## config.mk

```make
export PLATFORM = sky130hd
export DESIGN_NAME = seg7_scan_driver_flat
export DESIGN_NICKNAME = d
export VERILOG_FILES = /design/src/rtl/seg7_scan_driver_if.sv /design/src/rtl/seg7_scan_driver.sv /design/src/flat_wrapper.sv
export SDC_FILE = /design/constraint.sdc
export NUM_CORES = 1
export LEC_CHECK = 0
export ABC_CLOCK_PERIOD_IN_PS = 4700
export CAP_MARGIN = 20
export CORE_AREA = 2 2 101 103
export DETAILED_ROUTE_END_ITERATION = 16
export DIE_AREA = 0 0 103 105
export DONT_BUFFER_PORTS = 1
export PLACE_DENSITY = 0.76
export REMOVE_ABC_BUFFERS = 1
export SETUP_SLACK_MARGIN = 0.3
export SYNTH_ARGS = -nofsm -noshare
export SYNTH_HDL_FRONTEND = slang
export SYNTH_SLANG_ARGS = --single-unit
```

## constraint.sdc

```tcl
create_clock -name Clk -period 4.7 [get_ports Clk]
set_clock_uncertainty 0.2 [all_clocks]
set_input_delay 0.47 -clock Clk [delete_from_list [all_inputs] [get_ports Clk]]
set_output_delay 0.47 -clock Clk [all_outputs]
set_load 0.005 [all_outputs]
```

## src/rtl/seg7_scan_driver_if.sv

```systemverilog
// Display bus from the clock/calendar controller: digit nibbles plus blink and decimal-point masks.
interface seg7_scan_driver_if;
    logic [31:0] Disp_Data;
    logic [7:0]  Blink_Mask;
    logic [7:0]  Dp_Mask;

    modport master (output Disp_Data, output Blink_Mask, output Dp_Mask);
    modport slave  (input  Disp_Data, input  Blink_Mask, input  Dp_Mask);
endinterface

```

## src/rtl/seg7_scan_driver.sv

```systemverilog
// 8-digit common-anode 7-segment scanner: per-frame snapshot of the display bus, hex decode, blink.
// Optional macro SEG7_SCAN_DIM_EN adds the Bright input and PWM dimming of the digit selects.
module seg7_scan_driver #(
    parameter int unsigned SCAN_DIV  = 50_000 - 1,
    parameter int unsigned BLINK_DIV = 25_000_000 - 1
) (
    input  logic              Clk,
    input  logic              Reset_n,
    seg7_scan_driver_if.slave bus,
`ifdef SEG7_SCAN_DIM_EN
    input  logic [2:0]        Bright,
`endif
    output logic [7:0]        SEL,
    output logic [7:0]        SEG,
    output logic              Frame_Start
);

    localparam int SCAN_W  = (SCAN_DIV  > 0) ? $clog2(SCAN_DIV  + 1) : 1;
    localparam int BLINK_W = (BLINK_DIV > 0) ? $clog2(BLINK_DIV + 1) : 1;
    localparam logic [SCAN_W-1:0]  SCAN_TC  = SCAN_W'(SCAN_DIV);
    localparam logic [BLINK_W-1:0] BLINK_TC = BLINK_W'(BLINK_DIV);

    logic [SCAN_W-1:0]  scan_cnt_q,    scan_cnt_d;
    logic [2:0]         idx_q,         idx_d;
    logic [BLINK_W-1:0] blink_cnt_q,   blink_cnt_d;
    logic               blink_phase_q, blink_phase_d;
    logic [31:0]        data_q,        data_d;
    logic [7:0]         blink_mask_q,  blink_mask_d;
    logic [7:0]         dp_mask_q,     dp_mask_d;
    logic [7:0]         sel_q,         sel_d;
    logic [7:0]         seg_q,         seg_d;
    logic               frame_start_q, frame_start_d;
`ifdef SEG7_SCAN_DIM_EN
    logic [2:0]         pwm_q,         pwm_d;
`endif

    logic       scan_wrap;
    logic       frame_wrap;
    logic [7:0] digit_onehot;
    logic [3:0] nibble;

    // Active-high segments g..a for one hex digit.
    function automatic logic [6:0] hex_to_seg(input logic [3:0] v);
        case (v)
            4'h0: hex_to_seg = 7'h3F;  4'h1: hex_to_seg = 7'h06;
            4'h2: hex_to_seg = 7'h5B;  4'h3: hex_to_seg = 7'h4F;
            4'h4: hex_to_seg = 7'h66;  4'h5: hex_to_seg = 7'h6D;
            4'h6: hex_to_seg = 7'h7D;  4'h7: hex_to_seg = 7'h07;
            4'h8: hex_to_seg = 7'h7F;  4'h9: hex_to_seg = 7'h6F;
            4'hA: hex_to_seg = 7'h77;  4'hB: hex_to_seg = 7'h7C;
            4'hC: hex_to_seg = 7'h39;  4'hD: hex_to_seg = 7'h5E;
            4'hE: hex_to_seg = 7'h79;  default: hex_to_seg = 7'h71;
        endcase
    endfunction

    genvar gi;
    generate
        for (gi = 0; gi < 8; gi++) begin : g_digit
            assign digit_onehot[gi] = (idx_d == 3'(gi));
        end
    endgenerate

    // Outputs are built from next-state values so they change on the same edge as the
    // digit index, and digit 0 of a new frame already shows the fresh snapshot.
    always_comb begin
        scan_wrap     = (scan_cnt_q == SCAN_TC);
        frame_wrap    = scan_wrap && (idx_q == 3'd7);
        scan_cnt_d    = scan_wrap ? '0 : scan_cnt_q + SCAN_W'(1);
        idx_d         = scan_wrap ? idx_q + 3'd1 : idx_q;

        blink_cnt_d   = (blink_cnt_q == BLINK_TC) ? '0 : blink_cnt_q + BLINK_W'(1);
        blink_phase_d = blink_phase_q ^ (blink_cnt_q == BLINK_TC);

        data_d        = frame_wrap ? bus.Disp_Data  : data_q;
        blink_mask_d  = frame_wrap ? bus.Blink_Mask : blink_mask_q;
        dp_mask_d     = frame_wrap ? bus.Dp_Mask    : dp_mask_q;

        nibble        = data_d[{idx_d, 2'b00} +: 4];
        if (blink_phase_d && |(digit_onehot & blink_mask_d))
            seg_d = 8'hFF;
        else
            seg_d = {~|(digit_onehot & dp_mask_d), ~hex_to_seg(nibble)};

        sel_d         = ~digit_onehot;
`ifdef SEG7_SCAN_DIM_EN
        pwm_d         = pwm_q + 3'd1;
        if (pwm_d > Bright)
            sel_d = 8'hFF;
`endif
        frame_start_d = (scan_cnt_d == SCAN_TC) && (idx_d == 3'd7);
    end

    always_ff @(posedge Clk or negedge Reset_n) begin
        if (!Reset_n) begin
            scan_cnt_q    <= '0;
            idx_q         <= '0;
            blink_cnt_q   <= '0;
            blink_phase_q <= 1'b0;
            data_q        <= '0;
            blink_mask_q  <= '0;
            dp_mask_q     <= '0;
            sel_q         <= 8'hFF;
            seg_q         <= 8'hFF;
            frame_start_q <= 1'b0;
`ifdef SEG7_SCAN_DIM_EN
            pwm_q         <= '0;
`endif
        end else begin
            scan_cnt_q    <= scan_cnt_d;
            idx_q         <= idx_d;
            blink_cnt_q   <= blink_cnt_d;
            blink_phase_q <= blink_phase_d;
            data_q        <= data_d;
            blink_mask_q  <= blink_mask_d;
            dp_mask_q     <= dp_mask_d;
            sel_q         <= sel_d;
            seg_q         <= seg_d;
            frame_start_q <= frame_start_d;
`ifdef SEG7_SCAN_DIM_EN
            pwm_q         <= pwm_d;
`endif
        end
    end

    assign SEL         = sel_q;
    assign SEG         = seg_q;
    assign Frame_Start = frame_start_q;

endmodule
```

## src/flat_wrapper.sv

```systemverilog
// flat-port wrapper written by rule: the top's interface ports become plain ports
module seg7_scan_driver_flat 
#(
    parameter int unsigned SCAN_DIV  = 50_000 - 1,
    parameter int unsigned BLINK_DIV = 25_000_000 - 1
)
  (Clk, Reset_n, SEL, SEG, Frame_Start, bus_Disp_Data, bus_Blink_Mask, bus_Dp_Mask);
  seg7_scan_driver_if bus_i ();
  input  logic Clk;
  input  logic Reset_n;
  output logic [7:0] SEL;
  output logic [7:0] SEG;
  output logic Frame_Start;
  input wire logic [$bits(bus_i.Disp_Data)-1:0] bus_Disp_Data;
  input wire logic [$bits(bus_i.Blink_Mask)-1:0] bus_Blink_Mask;
  input wire logic [$bits(bus_i.Dp_Mask)-1:0] bus_Dp_Mask;
  assign bus_i.Disp_Data = bus_Disp_Data;
  assign bus_i.Blink_Mask = bus_Blink_Mask;
  assign bus_i.Dp_Mask = bus_Dp_Mask;
  seg7_scan_driver #(.SCAN_DIV(SCAN_DIV), .BLINK_DIV(BLINK_DIV)) u_core (.Clk(Clk), .Reset_n(Reset_n), .bus(bus_i), .SEL(SEL), .SEG(SEG), .Frame_Start(Frame_Start));
endmodule
```

* Yosys cells after proc, flatten, opt, wreduce, memory -nomap -nowiden
Memories as Yosys holds them, arrays and structs flattened.
Index checks and enable logic that the tools add are counted.
W data, S select, Z words.
** Storage, ports and cells
- Memory bits (read-only) :: 112
- RAM bits :: 0
- Bits in latches :: 0
- Bits of input ports :: 50
- Flip-flop bits (word level) :: 110
- Memories :: 1
** Cells by class
- Multiplexer cells :: 8
- $add $sub $neg :: 3
- Shift-type cells :: 1
- Equality and inequality tests :: 11
- Div/mod/pow operators :: 0
- Bitwise logic cells :: 5
- Multipliers :: 0
- Reductions and logical operators :: 7
- $lt $le $gt $ge :: 0
** Memory list
- (name not given) :: words 16, bits a word 7, rd ports 1, clocked after Yosys merged registers in 0, write ports 0, RTL line seg7_scan_driver.sv:44 : case (v)
** Operators by type and width (number)
- $eq A16 B16 Y1 const B :: 2
- $mux W32 :: 1
- $shiftx A32 B6 Y4 :: 1
- $add A25 B1 Y25 const B :: 1
- $eq A25 B25 Y1 const B :: 1
- $mux W25 :: 1
- $mux W8 :: 3
- $add A16 B1 Y16 const B :: 1
- $and A8 B8 Y8 :: 2
- $mux W16 :: 1
- $reduce_or A8 Y1 :: 2
- $eq A3 B3 Y1 const B :: 5
- $not A8 Y8 :: 1
- $mux W7 :: 1
- $not A7 Y7 :: 1
- $eq A3 B2 Y1 const B :: 2
- $add A3 B1 Y3 const B :: 1
- $eq A3 B1 Y1 const B :: 1
- $logic_and A1 B1 Y1 :: 3
- $logic_not A3 Y1 :: 1
- $mux W3 :: 1
- $logic_not A1 Y1 :: 1
- $xor A1 B1 Y1 :: 1

* Longest topological paths before layout
Gate-level depths: netlist of the first run.
- Depth after elaboration :: 9
- Depth in mapped cells :: 17

* Least setup slack after synthesis of the first run
OpenSTA, ideal clock, no wires.
- Kind :: register -> register
- Start :: register u_core.scan_cnt_q[0]
- End :: register u_core.seg_q[5], in the netlist u_core.SEG[5]
- Setup time :: 0.081 ns
- Stages on the path, launching flop included :: 17
- Arrival :: 3.088 ns
- Path buffers :: 1
- Data required time :: 4.419 ns
- Path slack :: 1.331 ns
- Cells stage by stage :: dfrtp_1 -> ha_1 -> and3_1 -> buf_2 -> nand4_1 -> or2_4 -> mux2i_4 -> inv_4 -> nor2_2 -> a221o_1 -> o21ai_1 -> a211o_1 -> inv_1 -> ha_1 -> mux2i_1 -> or2_2 -> o211ai_1
** On the way
- Elaborated cells between the ends (all ways) :: 21
** RTL lines
- start, declared :: RTL line seg7_scan_driver.sv:23 : logic [SCAN_W-1:0] scan_cnt_q, scan_cnt_d;
- start signal, assigned :: RTL line seg7_scan_driver.sv:109 : scan_cnt_q <= scan_cnt_d;
- $eq A16 B16 Y1 (*) :: RTL line seg7_scan_driver.sv:66 : scan_wrap = (scan_cnt_q == SCAN_TC);
- $mux W3 (*) :: RTL line seg7_scan_driver.sv:69 : idx_d = scan_wrap ? idx_q + 3'd1 : idx_q;
- named net u_core.idx_d[1] :: RTL line seg7_scan_driver.sv:24 : logic [2:0] idx_q, idx_d;
- $shiftx A32 B6 Y4 (tied with other cells) :: RTL line seg7_scan_driver.sv:78 : nibble = data_d[{idx_d, 2'b00} +: 4];
- $mem_v2 Z16 W7 or $and A8 B8 Y8 (tied branches)
- $mux W7 or $reduce_or A8 Y1 (tied branches) :: RTL line seg7_scan_driver.sv:79 : if (blink_phase_d && |(digit_onehot & blink_mask_d))
- $not A7 Y7 or $logic_and A1 B1 Y1 (tied branches) :: RTL line seg7_scan_driver.sv:82, seg7_scan_driver.sv:79
- $mux W8 (*) :: RTL line seg7_scan_driver.sv:79
- named net u_core.seg_d[5] :: RTL line seg7_scan_driver.sv:31 : logic [7:0] seg_q, seg_d;
- end signal, assigned :: RTL line seg7_scan_driver.sv:117 : seg_q <= seg_d;
- end, declared :: RTL line seg7_scan_driver.sv:31
The timed path passes the listed nets; every way through them passes the cells marked *. The select of a mux whose other input is x is not followed.

* Worst setup path after layout of the first run
- Start :: register u_core.idx_q[0]
- End :: register u_core.seg_q[0], in the netlist u_core.SEG[0]
** On the way
- Word-level cells in the longest chain between the ends :: 8
- Elaborated cells between the ends (all ways) :: 22
** Ends and longest elaborated chain
- start, declared :: RTL line seg7_scan_driver.sv:24
- start signal, assigned :: RTL line seg7_scan_driver.sv:110 : idx_q <= idx_d;
- $eq A3 B3 Y1 :: RTL line seg7_scan_driver.sv:67 : frame_wrap = scan_wrap && (idx_q == 3'd7);
- $logic_and A1 B1 Y1 :: RTL line seg7_scan_driver.sv:67
- $mux W32 :: RTL line seg7_scan_driver.sv:74 : data_d = frame_wrap ? bus.Disp_Data : data_q;
- named net u_core.data_d[12] :: RTL line seg7_scan_driver.sv:27 : logic [31:0] data_q, data_d;
- $shiftx A32 B6 Y4 :: RTL line seg7_scan_driver.sv:78
- $mem_v2 Z16 W7
- $mux W7 :: RTL line seg7_scan_driver.sv:79
- $not A7 Y7 :: RTL line seg7_scan_driver.sv:82 : seg_d = {~|(digit_onehot & dp_mask_d), ~hex_to_seg(nibble)};
- $mux W8 :: RTL line seg7_scan_driver.sv:79
- named net u_core.seg_d[0] :: RTL line seg7_scan_driver.sv:31
The timed path passes the listed nets, and every way through them passes these cells. The select of a mux whose other input is x is not followed.

==> results.py, run 1 <==
metrics = {
    "outcome": {
        "outcome": "finished clean",
    },
    "final_layout": {
        "instances_no_fill": 681,
        "final_nets": 603,
        "final_core_util_pct": 59.6,
        "antenna_cells": 0,
        "area_growth_pct": 8.46,
        "drive_gt1_share_pct": 13.5,
        "fill_cells": 851,
    },
    "floorplan": {
        "start_util_pct": 54.9,
        "core_sq_um": 9640,
        "row_count": 36,
        "dieWidth_um": 103,
        "pin_count": 67,
        "die_h_um": 105,
        "die_area_sq_um": 10800,
    },
    "clock_tree": {
        "cts.sinks": 110,
        "cts_buffers": 9,
        "clk_pin_slew_ns": 0.10,
        "htreeDepth": 3,
        "cts_root_buf": "clkbuf_8",
        "insertion_delay_ns": 0.38,
        "cts_tree": "done",
        "cts.path.max_buffers": 2,
    },
    "logic_synthesis": {
        "synthesis.area_sq_um": 5300,
        "yosys.area.top_type_share_pct": 44.4,
        "seq_area_frac_synth_pct": 52.4,
        "synth_cells": 530,
        "async_flop_share_pct": 100,
        "syn_area_per_cell_sq_um": 9.99,
        "yosys.area.top_type": "dfrtp_1",
        "synthTopCellsByArea": "dfrtp_1 (44%), nand2_1 (10%), dfstp_2 (7.9%), xor2_1 (4.0%), nor2_1 (2.7%)",
        "yosysMostFrequentCell": "nand2_1",
        "yosysUniqueCellTypes": 60,
        "ys_top_cells_by_count": "nand2_1 (144), dfrtp_1 (94), nor2_1 (38), xor2_1 (24), nand3_1 (22)",
        "ys_ff_latch": 110,
        "yosys_warnings": 0,
        "synth-edff-count": 0,
        "synthFlopType": "dfrtp_1",
    },
    "global_route": {
        "antenna_found_initial": 0,
        "overflow": 0,
        "grt_pass1_vias": 4008,
        "grt_max_degree": 111,
        "grt_use_total_pct": 22.9,
        "grt_pass1_wl_um": 19300,
    },
    "worst_setup_path": {
        "r2r_slack_ns": 0.63,
        "endpoint_kind": "flop",
        "required_ns": 4.82,
        "criticalPathCategory": "flop to flop",
        "critPathLaunchType": "flop",
        "cp_max_fo": 22,
        "cp.arrival_ns": 4.19,
    },
    "place": {
        "place_congestion": 0.845,
        "io_buffers": 0,
        "place_inst": 650,
        "dp_hpwl_um": 7850,
    },
    "power_and_ir_drop": {
        "vdd_drop_max_v": 0.000231,
        "comb_power_share_pct": 2.1,
        "p_per_area_nw_per_um2": 262,
        "p_switching_uw": 348,
        "swShare_pct": 23.2,
        "pwr-share-seq_pct": 63.1,
        "cellLeakagePower_uw": 0.00254,
        "pwr-share-clk_pct": 34.8,
        "p_int_uw": 1160,
    },
    "drt": {
        "drt_pass1_iterations": 4,
        "wire_per_inst_um": 16.5,
        "drtAntennaViolNets": 0,
        "viasPerCell": 5.56,
        "postRouteWirelength_um": 11200,
        "vias": 3789,
        "drc": 0,
        "drt_iter0_drc": 191,
    },
    "sta": {
        "max_freq_mhz": 245,
        "rsz0062_at_grt": "no",
        "hold_violations": 0,
        "hold_slack_ns": 0.0158,
        "drv_slew": 0,
        "setup_tns_ns": 0,
        "worst_slew_pin_slew_ns": 0.756,
        "slew_headroom_pct": 49.4,
        "setup_viol": 0,
        "period_needed_ns": 4.07,
        "fin_crit_sh_pct": 86.7,
    },
    "worst_hold_path": {
        "hold_class": "input pin to flop",
    },
    "flow_run": {
        "drv_cap": 0,
    },
}
-- sequential cells by signal (all words and copies together), names as in the netlist --
register and flops:
u_core.Frame_Start 1, u_core.SEG 8, u_core.SEL 8, u_core.blink_cnt_q 25
u_core.blink_mask_q 8, u_core.blink_phase_q 1, u_core.data_q 32, u_core.dp_mask_q 8
u_core.idx_q 3, u_core.scan_cnt_q 16
-- kinds of logic (layout without fill, tap and decap cells) --
family	Yosys count	count (layout)	synth area share [%]
adder cells (fa/ha/maj)	10	10	2.36
buffers and inverters	31	49	3.05
AND/OR/NAND/NOR	264	264	22.7
flip-flops	110	110	52.4
multiplexers	21	21	4.77
XOR/XNOR	37	37	6.47
AO/OA/AOI/OAI	57	57	8.29
-- through the flow --
step                      worst slack, ns  total power [uW]  instance area, sq um
final                               0.625              1500                  5740
after global routing                0.333              1560                  5740
after CTS                           0.582              1530                  5730
after detailed placement            0.610               971                  5410
after global placement              0.731               970                  5410
after floorplan                     0.545               970                  5170
-- power groups by stage --
stage	clock network [uW]	registers (uW)	logic, uW
after detailed placement	0	967	3.42
after floorplan	0	967	2.88
after CTS	544	949	33.2
after global placement	0	967	3.25
final	524	949	31.8
after global routing	575	950	37.0
-- worst max-delay path: stages, from the launching register on --
cell and delay [ns]:
dfrtp_1 0.56, ha_1 0.23, ha_1 0.25, inv_1 0.15
or3_2 0.73, mux2_2 0.32, nor2_1 0.04, a31oi_1 0.15
o22ai_1 0.09, nor2_1 0.34, inv_1 0.17, ha_1 0.22
or3_1 0.37, o221ai_1 0.09, nand2_1 0.08
-- per-layer routing --
layer / up-vias / track usage [%] / share of wire [%] / wire length [um]
met5: - / 0 / 0 / 0
met4: 0 / 7.24 / 1.9 / 211
met3: 18 / 6.49 / 5.2 / 579
met2: 87 / 37.4 / 50 / 5590
met1: 1856 / 29.3 / 43 / 4860
li1: 1828 / - / - / -
-- area by class of cell --
| class | count | area, sq um | area share, % |
|---|---|---|---|
| Sequential cell | 110 | 2770 | 48.3 |
| Multi-Input combinational cell | 389 | 2370 | 41.3 |
| Timing Repair Buffer | 23 | 223 | 3.88 |
| Tap cell | 133 | 166 | 2.90 |
| Clock buffer | 10 | 128 | 2.22 |
| Clock inverter | 6 | 45.0 | 0.784 |
| Inverter | 10 | 40.0 | 0.697 |
-- timing repair --
action | 4_1_cts | 5_1_grt
setup buffers | 0 | 2
hold buffers | 13 | 0
resized for setup | 0 | 1
endpoints found under the setup margin | 0 | 1
endpoints found under the hold margin | 121 | 0
-- path summary, 6_finish.rpt --
check | cells past startpoint | startpoint | to
setup / recovery | 14 | u_core.idx_q[0] | u_core.SEG[0]
hold / removal | 2 | bus_Disp_Data[20] | u_core.data_q[20]
setup reg to reg | 14 | u_core.idx_q[0] | u_core.SEG[0]
hold reg to reg | 2 | u_core.data_q[25] | u_core.data_q[25]
max in group asynchronous | 2 | Reset_n | u_core.SEG[4]
min in group asynchronous | 2 | Reset_n | u_core.scan_cnt_q[1]
-- layout by cell type (no fill, tap or decap), types with 5 or more instances in the layout --
master         Yosys  final
mux2_2             9      9
nand3_1           22     22
dlygate4sd3_1      0     12
o21ai_0            5      5
dfstp_2           16     16
nand2_1          144    144
ha_1              10     10
inv_1              7      7
buf_4              3     10
nand4_1           10     10
nor2_1            38     38
xnor2_1           12     12
nor4_1             6      6
and3_1             9      9
a21oi_1           15     15
nor3_1             8      8
xor2_1            24     24
o211ai_1           5      5
dfrtp_1           94     94
mux2i_1            8      8
clkbuf_8           0      9
(Power assumes the default switching activity.)
==> inputs of run 2 (changes only) <==
- CORE_AREA: 2 2 101 103 -> 2 2 130 132
- DIE_AREA: 0 0 103 105 -> 0 0 132 134
- HOLD_SLACK_MARGIN: unset -> 0.03
- PLACE_DENSITY: 0.76 -> 0.52
==> results.py, run 2 (same netlist as run 1, synthesis figures left out) <==
metrics = {
    "sta": {
        "worst_slew_pin_slew_ns": 0.925,
        "setup_ws_ns": 0.676,
        "rsz0062_at_grt": "no",
        "drv_slew": 0,
        "hold_violations": 0,
        "setup_viol": 0,
        "fin_crit_sh_pct": 85.6,
        "setup_tns_ns": 0,
        "slew_headroom_pct": 37.8,
        "hold_slack_ns": 0.0448,
        "max_freq_mhz": 248,
        "period_needed_ns": 4.02,
    },
    "power_and_ir_drop": {
        "vdd_drop_max_v": 0.000178,
        "p_per_area_nw_per_um2": 296,
        "cellLeakagePower_uw": 0.00256,
    },
    "floorplan": {
        "die_area_sq_um": 17700,
        "pin_count": 67,
        "die_h_um": 134,
        "core_sq_um": 16300,
        "row_count": 47,
        "start_util_pct": 32.5,
        "dieWidth_um": 132,
    },
    "worst_setup_path": {
        "critPathLaunchType": "flop",
        "cp_max_fo": 11,
        "max_stage_delay_ns": 0.41,
        "crit_buf_inv": 2,
        "criticalPathCategory": "flop to flop",
        "required_ns": 4.78,
        "endpoint_kind": "flop",
        "crit_family": "simple AND/OR/NAND/NOR gates",
        "cp_common_cell": "ha_1",
        "cp_slowest_cell": "mux2i_4",
        "crit_chain": "ha_1, and3_1, nand4_1, or2_4, mux2i_4, inv_4, nor2_2, a221o_1, o21ai_1, a211o_1, inv_1, ha_1, mux2i_1, or2_2, o211ai_1",
        "cp.arrival_ns": 4.11,
    },
    "clock_tree": {
        "cts_tree": "done",
        "insertion_delay_ns": 0.36,
        "cts.path.max_buffers": 2,
        "cts_root_buf": "clkbuf_16",
        "clk_pin_slew_ns": 0.08,
        "cts.sinks": 110,
        "cts_buffers": 9,
        "postCtsSetupBuffers": 0,
        "htreeDepth": 3,
    },
    "flow_run": {
        "drv_cap": 0,
    },
    "final_layout": {
        "instances_no_fill": 758,
        "final_common_cell": "nand2_1",
        "regMostFlops": "u_core.data_q",
        "final_cell_mix": "nand2_1 (144), dfrtp_1 (94), nor2_1 (38)",
        "area_growth_pct": 11.0,
        "fill_cells": 1640,
        "antenna_cells": 0,
        "reg_top3": "u_core.data_q (32), u_core.blink_cnt_q (25), u_core.scan_cnt_q (16)",
        "largest_register_ffs": 32,
        "drive_gt1_share_pct": 13.2,
        "final_nets": 593,
        "stdcell_area_sq_um": 5880,
    },
    "global_route": {
        "grt_max_degree": 111,
        "grt_pass1_vias": 3861,
        "antenna_found_initial": 0,
        "grt_pass1_wl_um": 19800,
        "grt_use_total_pct": 14.2,
        "overflow": 0,
    },
    "drt": {
        "postRouteWirelength_um": 11800,
        "drtAntennaViolNets": 0,
        "wire_per_inst_um": 15.5,
        "drc": 0,
        "viasPerCell": 4.87,
        "vias": 3688,
        "drt_pass1_iterations": 4,
        "drt_iter0_drc": 203,
    },
    "place": {
        "place_congestion": 0.809,
        "dp_hpwl_um": 8240,
        "placed_area_sq_um": 5520,
        "place_inst": 737,
        "io_buffers": 0,
        "post-place-ws_ns": 0.367,
    },
    "outcome": {
        "outcome": "finished clean",
    },
    "worst_hold_path": {
        "hold_class": "input pin to flop",
    },
}
[run 2: cell count changes in the layout (fill, tap and decap cells not counted), sizes merged]
cell and delta:
buf -2, bufinv +1, dlygate4sd3 -8, clkinvlp -2, clkbuf +1
[run 2: path summary, 6_finish.rpt]
path	from	end	slack, ns	depth (start not counted)
worst max-delay path	u_core.scan_cnt_q[0]	u_core.SEG[5]	0.68	15
worst min-delay path	bus_Disp_Data[14]	u_core.data_q[14]	0.04	2
worst max register to register	u_core.scan_cnt_q[0]	u_core.SEG[5]	0.68	15
worst min register to register	u_core.dp_mask_q[3]	u_core.dp_mask_q[3]	0.26	2
max in group asynchronous	Reset_n	u_core.SEG[7]	3.34	2
min in group asynchronous	Reset_n	u_core.blink_cnt_q[17]	0.54	2
[run 2: area by class of cell]
class | count | area, sq um | share of cell area (%)
well taps | 220 | 275 | 4.68
clock inverters | 5 | 57.6 | 0.979
multi-input cells | 389 | 2370 | 40.4
repair buffers | 13 | 128 | 2.17
clock buffers | 11 | 233 | 3.96
flip-flops and latches | 110 | 2770 | 47.2
inverters | 10 | 40.0 | 0.681
[run 2: timing repair]
action                     in CTS  in global routing
setup endpoints to repair       0                  6
hold buffers                    5                  0
gates resized for setup         0                  2
hold endpoints to repair      113                  0
[run 2: metal layers]
| metal | part of all wire, % | vias to the layer above | routed length, um | global-route usage, % |
|---|---|---|---|---|
| li1 | - | 1812 | - | - |
| met1 | 44 | 1799 | 5140 | 17.0 |
| met2 | 50 | 67 | 5880 | 24.0 |
| met3 | 5.5 | 10 | 649 | 5.06 |
| met4 | 0.77 | 0 | 91 | 4.17 |
| met5 | 0 | - | 0 | 0 |
[run 2: power by group]
part	total [uW]	switching [uW]	leakage, uW	internal [uW]
clock	762	346	0.000144	416
sequential	949	0.601	0.00124	949
combinational	26.8	20.3	0.00118	6.56
[run 2: through the flow]
| step | total power (uW) | util [%] |
|---|---|---|
| after floorplan | 970 | - |
| after global placement | 970 | 33.9 |
| after detailed placement | 971 | 33.9 |
| after CTS | 1770 | 36.1 |
| after global routing | 1810 | 36.1 |
| final | 1740 | 36.1 |
==> inputs of run 3 (changes only) <==
- ABC_AREA: unset -> 1
- CORE_AREA: 2 2 130 132 -> 2 2 135 137
- DIE_AREA: 0 0 132 134 -> 0 0 137 139
==> results.py, run 3 <==
metrics = {
    "clock_tree": {
        "insertion_delay_ns": 0.36,
        "cts.path.max_buffers": 2,
        "cts_resized": 0,
        "cts_tree": "done",
        "cts.sinks": 110,
        "clk_pin_slew_ns": 0.08,
        "hold_buffers": 3,
        "cts_root_buf": "clkbuf_16",
        "htreeDepth": 3,
        "postCtsSetupBuffers": 0,
        "cts_buffers": 9,
    },
    "logic_synthesis": {
        "synthFlopType": "dfrtp_1",
        "yosysMostFrequentCell": "nand2_1",
        "ys_ff_latch": 110,
        "synth_cells": 753,
        "async_flop_share_pct": 100,
        "synth-edff-count": 0,
        "synthTopCellsByArea": "dfrtp_1 (41%), nand2_1 (14%), inv_1 (7.9%), dfstp_2 (7.3%), nor2_1 (6.6%)",
        "yosys_warnings": 0,
        "synthesis.area_sq_um": 5740,
        "seq_area_frac_synth_pct": 48.3,
        "ys_top_cells_by_count": "nand2_1 (210), inv_1 (121), nor2_1 (101), dfrtp_1 (94), nand3_1 (60)",
        "yosys.area.top_type": "dfrtp_1",
        "yosysUniqueCellTypes": 38,
        "yosys.area.top_type_share_pct": 41.0,
        "syn_area_per_cell_sq_um": 7.62,
    },
    "drt": {
        "wire_per_inst_um": 13.8,
        "viasPerCell": 4.52,
        "postRouteWirelength_um": 13600,
        "drt_iter0_drc": 259,
        "drtAntennaViolNets": 0,
        "drc": 0,
        "drt_pass1_iterations": 4,
        "vias": 4468,
    },
    "worst_setup_path": {
        "cp.arrival_ns": 3.27,
        "rr_endpoint": "u_core.SEG[0]",
        "cp_slowest_cell": "dfrtp_1",
        "r2r-start": "u_core.idx_q[0]",
        "endpoint_kind": "flop",
        "max_stage_delay_ns": 0.41,
        "critPathLaunchType": "flop",
        "reg2reg_depth": 16,
        "cp_max_fo": 33,
        "crit_chain": "ha_1, ha_1, nand3_4, buf_4, nand2_1, o21ai_1, nor2_1, nor2_1, nand2_1, nand2_1, nand2_1, ha_1, inv_1, nand3_1, nand3_1, nand3_1",
        "cp_common_cell": "nand2_1",
        "required_ns": 4.78,
        "r2r_slack_ns": 1.50,
        "criticalPathCategory": "flop to flop",
    },
    "global_route": {
        "antenna_found_initial": 1,
        "grt_pass1_wl_um": 22800,
        "grt_max_degree": 111,
        "grt_pass1_vias": 4536,
        "overflow": 0,
        "grt_use_total_pct": 15.4,
    },
    "sta": {
        "rsz0062_at_grt": "no",
        "setup_viol": 0,
        "drv_slew": 0,
        "fin_crit_sh_pct": 68.0,
        "setup_ws_ns": 1.50,
        "worst_slew_pin_slew_ns": 0.934,
        "setup_tns_ns": 0,
        "period_needed_ns": 3.20,
        "slew_headroom_pct": 37.5,
        "max_freq_mhz": 313,
        "hold_violations": 0,
    },
    "outcome": {
        "outcome": "finished clean",
    },
    "place": {
        "place_congestion": 0.825,
        "io_buffers": 0,
        "post-place-ws_ns": 1.47,
        "place_inst": 970,
        "dp_hpwl_um": 10100,
    },
    "final_layout": {
        "final_nets": 815,
        "final_common_cell": "nand2_1",
        "final_cell_mix": "nand2_1 (210), inv_1 (121), nor2_1 (101)",
        "area_growth_pct": 10.1,
        "antenna_cells": 0,
        "instances_no_fill": 989,
        "reg_top3": "u_core.data_q (32), u_core.blink_cnt_q (25), u_core.scan_cnt_q (16)",
        "regMostFlops": "u_core.data_q",
        "drive_gt1_share_pct": 9.08,
        "largest_register_ffs": 32,
    },
    "floorplan": {
        "die_area_sq_um": 19000,
        "dieWidth_um": 137,
        "core_sq_um": 17700,
        "die_h_um": 139,
        "row_count": 49,
        "pin_count": 67,
        "start_util_pct": 32.5,
    },
    "worst_hold_path": {
        "hold_depth": 2,
        "hold_path_startpoint": "bus_Disp_Data[7]",
        "hold_class": "input pin to flop",
        "hold_end": "u_core.data_q[7]",
    },
    "power_and_ir_drop": {
        "cellLeakagePower_uw": 0.00336,
        "vdd_drop_max_v": 0.000174,
        "p_per_area_nw_per_um2": 278,
    },
    "flow_run": {
        "drv_cap": 0,
    },
}
[run 3: cell count changes after synthesis, moves of 8 or more]
cell / delta
inv_1: +114
nor2_1: +63
o21ai_1: +13
mux2i_1: -8
xnor2_1: -11
nand2_1: +66
xor2_1: -14
mux2_2: -9
nand3_1: +38
nand2_2: +12
[run 3: power breakdown]
group / leakage, uW / total (uW) / internal [uW] / switching [uW]
combinational: 0.00189 / 24.4 / 3.98 / 20.4
clock: 0.000149 / 786 / 431 / 355
sequential: 0.00132 / 946 / 946 / 0
[run 3: final cells by class]
| cell class | instances | area (sq um) |
|---|---|---|
| tap | 229 | 287 |
| sequential | 110 | 2770 |
| timing repair buffer | 5 | 62.6 |
| multi-input combinational | 501 | 2410 |
| clock buffer | 10 | 239 |
| fill | 1882 | 11300 |
| inverter | 128 | 480 |
| clock inverter | 6 | 68.8 |
[run 3: through the flow]
step | power [uW] | hold slack, ns | utilization (%) | instance area [sq um]
5_1_grt | 1830 | 0.0478 | 35.8 | 6320
2_1_floorplan | 966 | -0.0256 | - | 5660
6_report | 1760 | 0.0493 | 35.8 | 6320
3_5_place_dp | 967 | -0.0201 | 33.8 | 5960
4_1_cts | 1790 | 0.0345 | 35.8 | 6320
3_3_place_gp | 967 | -0.0201 | 33.8 | 5960
[run 3: logic make-up after synthesis]
logic type	count (synthesis)	share of synthesized area [%]
buf+inv	142	9.77
fa+ha+maj	10	2.18
compound gates	43	4.10
simple gates	437	34.0
xor+xnor	11	1.68
flops	110	48.3
[run 3: critical path, delay by kind of cell, from the launching register on]
kind / cells / cell delay (ns)
AOI/OAI and AO/OA: 1 / 0.11
adders and majority gates: 3 / 0.73
and+or+nand+nor: 10 / 1.14
buffers and inverters: 2 / 0.52
DFF: 1 / 0.41
[run 3: how the worst max path moves through the flow]
stage / startpoint / to / cells after the start
after detailed placement: u_core.scan_cnt_q[0] / u_core.SEG[0] / 16
after global placement: u_core.idx_q[0] / u_core.SEG[0] / 16
after floorplan: u_core.scan_cnt_q[0] / u_core.SEG[0] / 13
after CTS: u_core.scan_cnt_q[0] / u_core.SEG[0] / 16
after global routing: u_core.scan_cnt_q[0] / u_core.SEG[0] / 16
final: u_core.idx_q[0] / u_core.SEG[0] / 16
[run 3: layer usage]
layer	part of all wire (%)	vias to the layer above	track usage, %	routed length (um)
li1	-	2333	-	-
met2	47	85	24.5	6380
met5	0.095	-	0	13
met3	7.3	12	6.65	1000
met4	1.1	2	3.91	145
met1	45	2036	19.1	6090
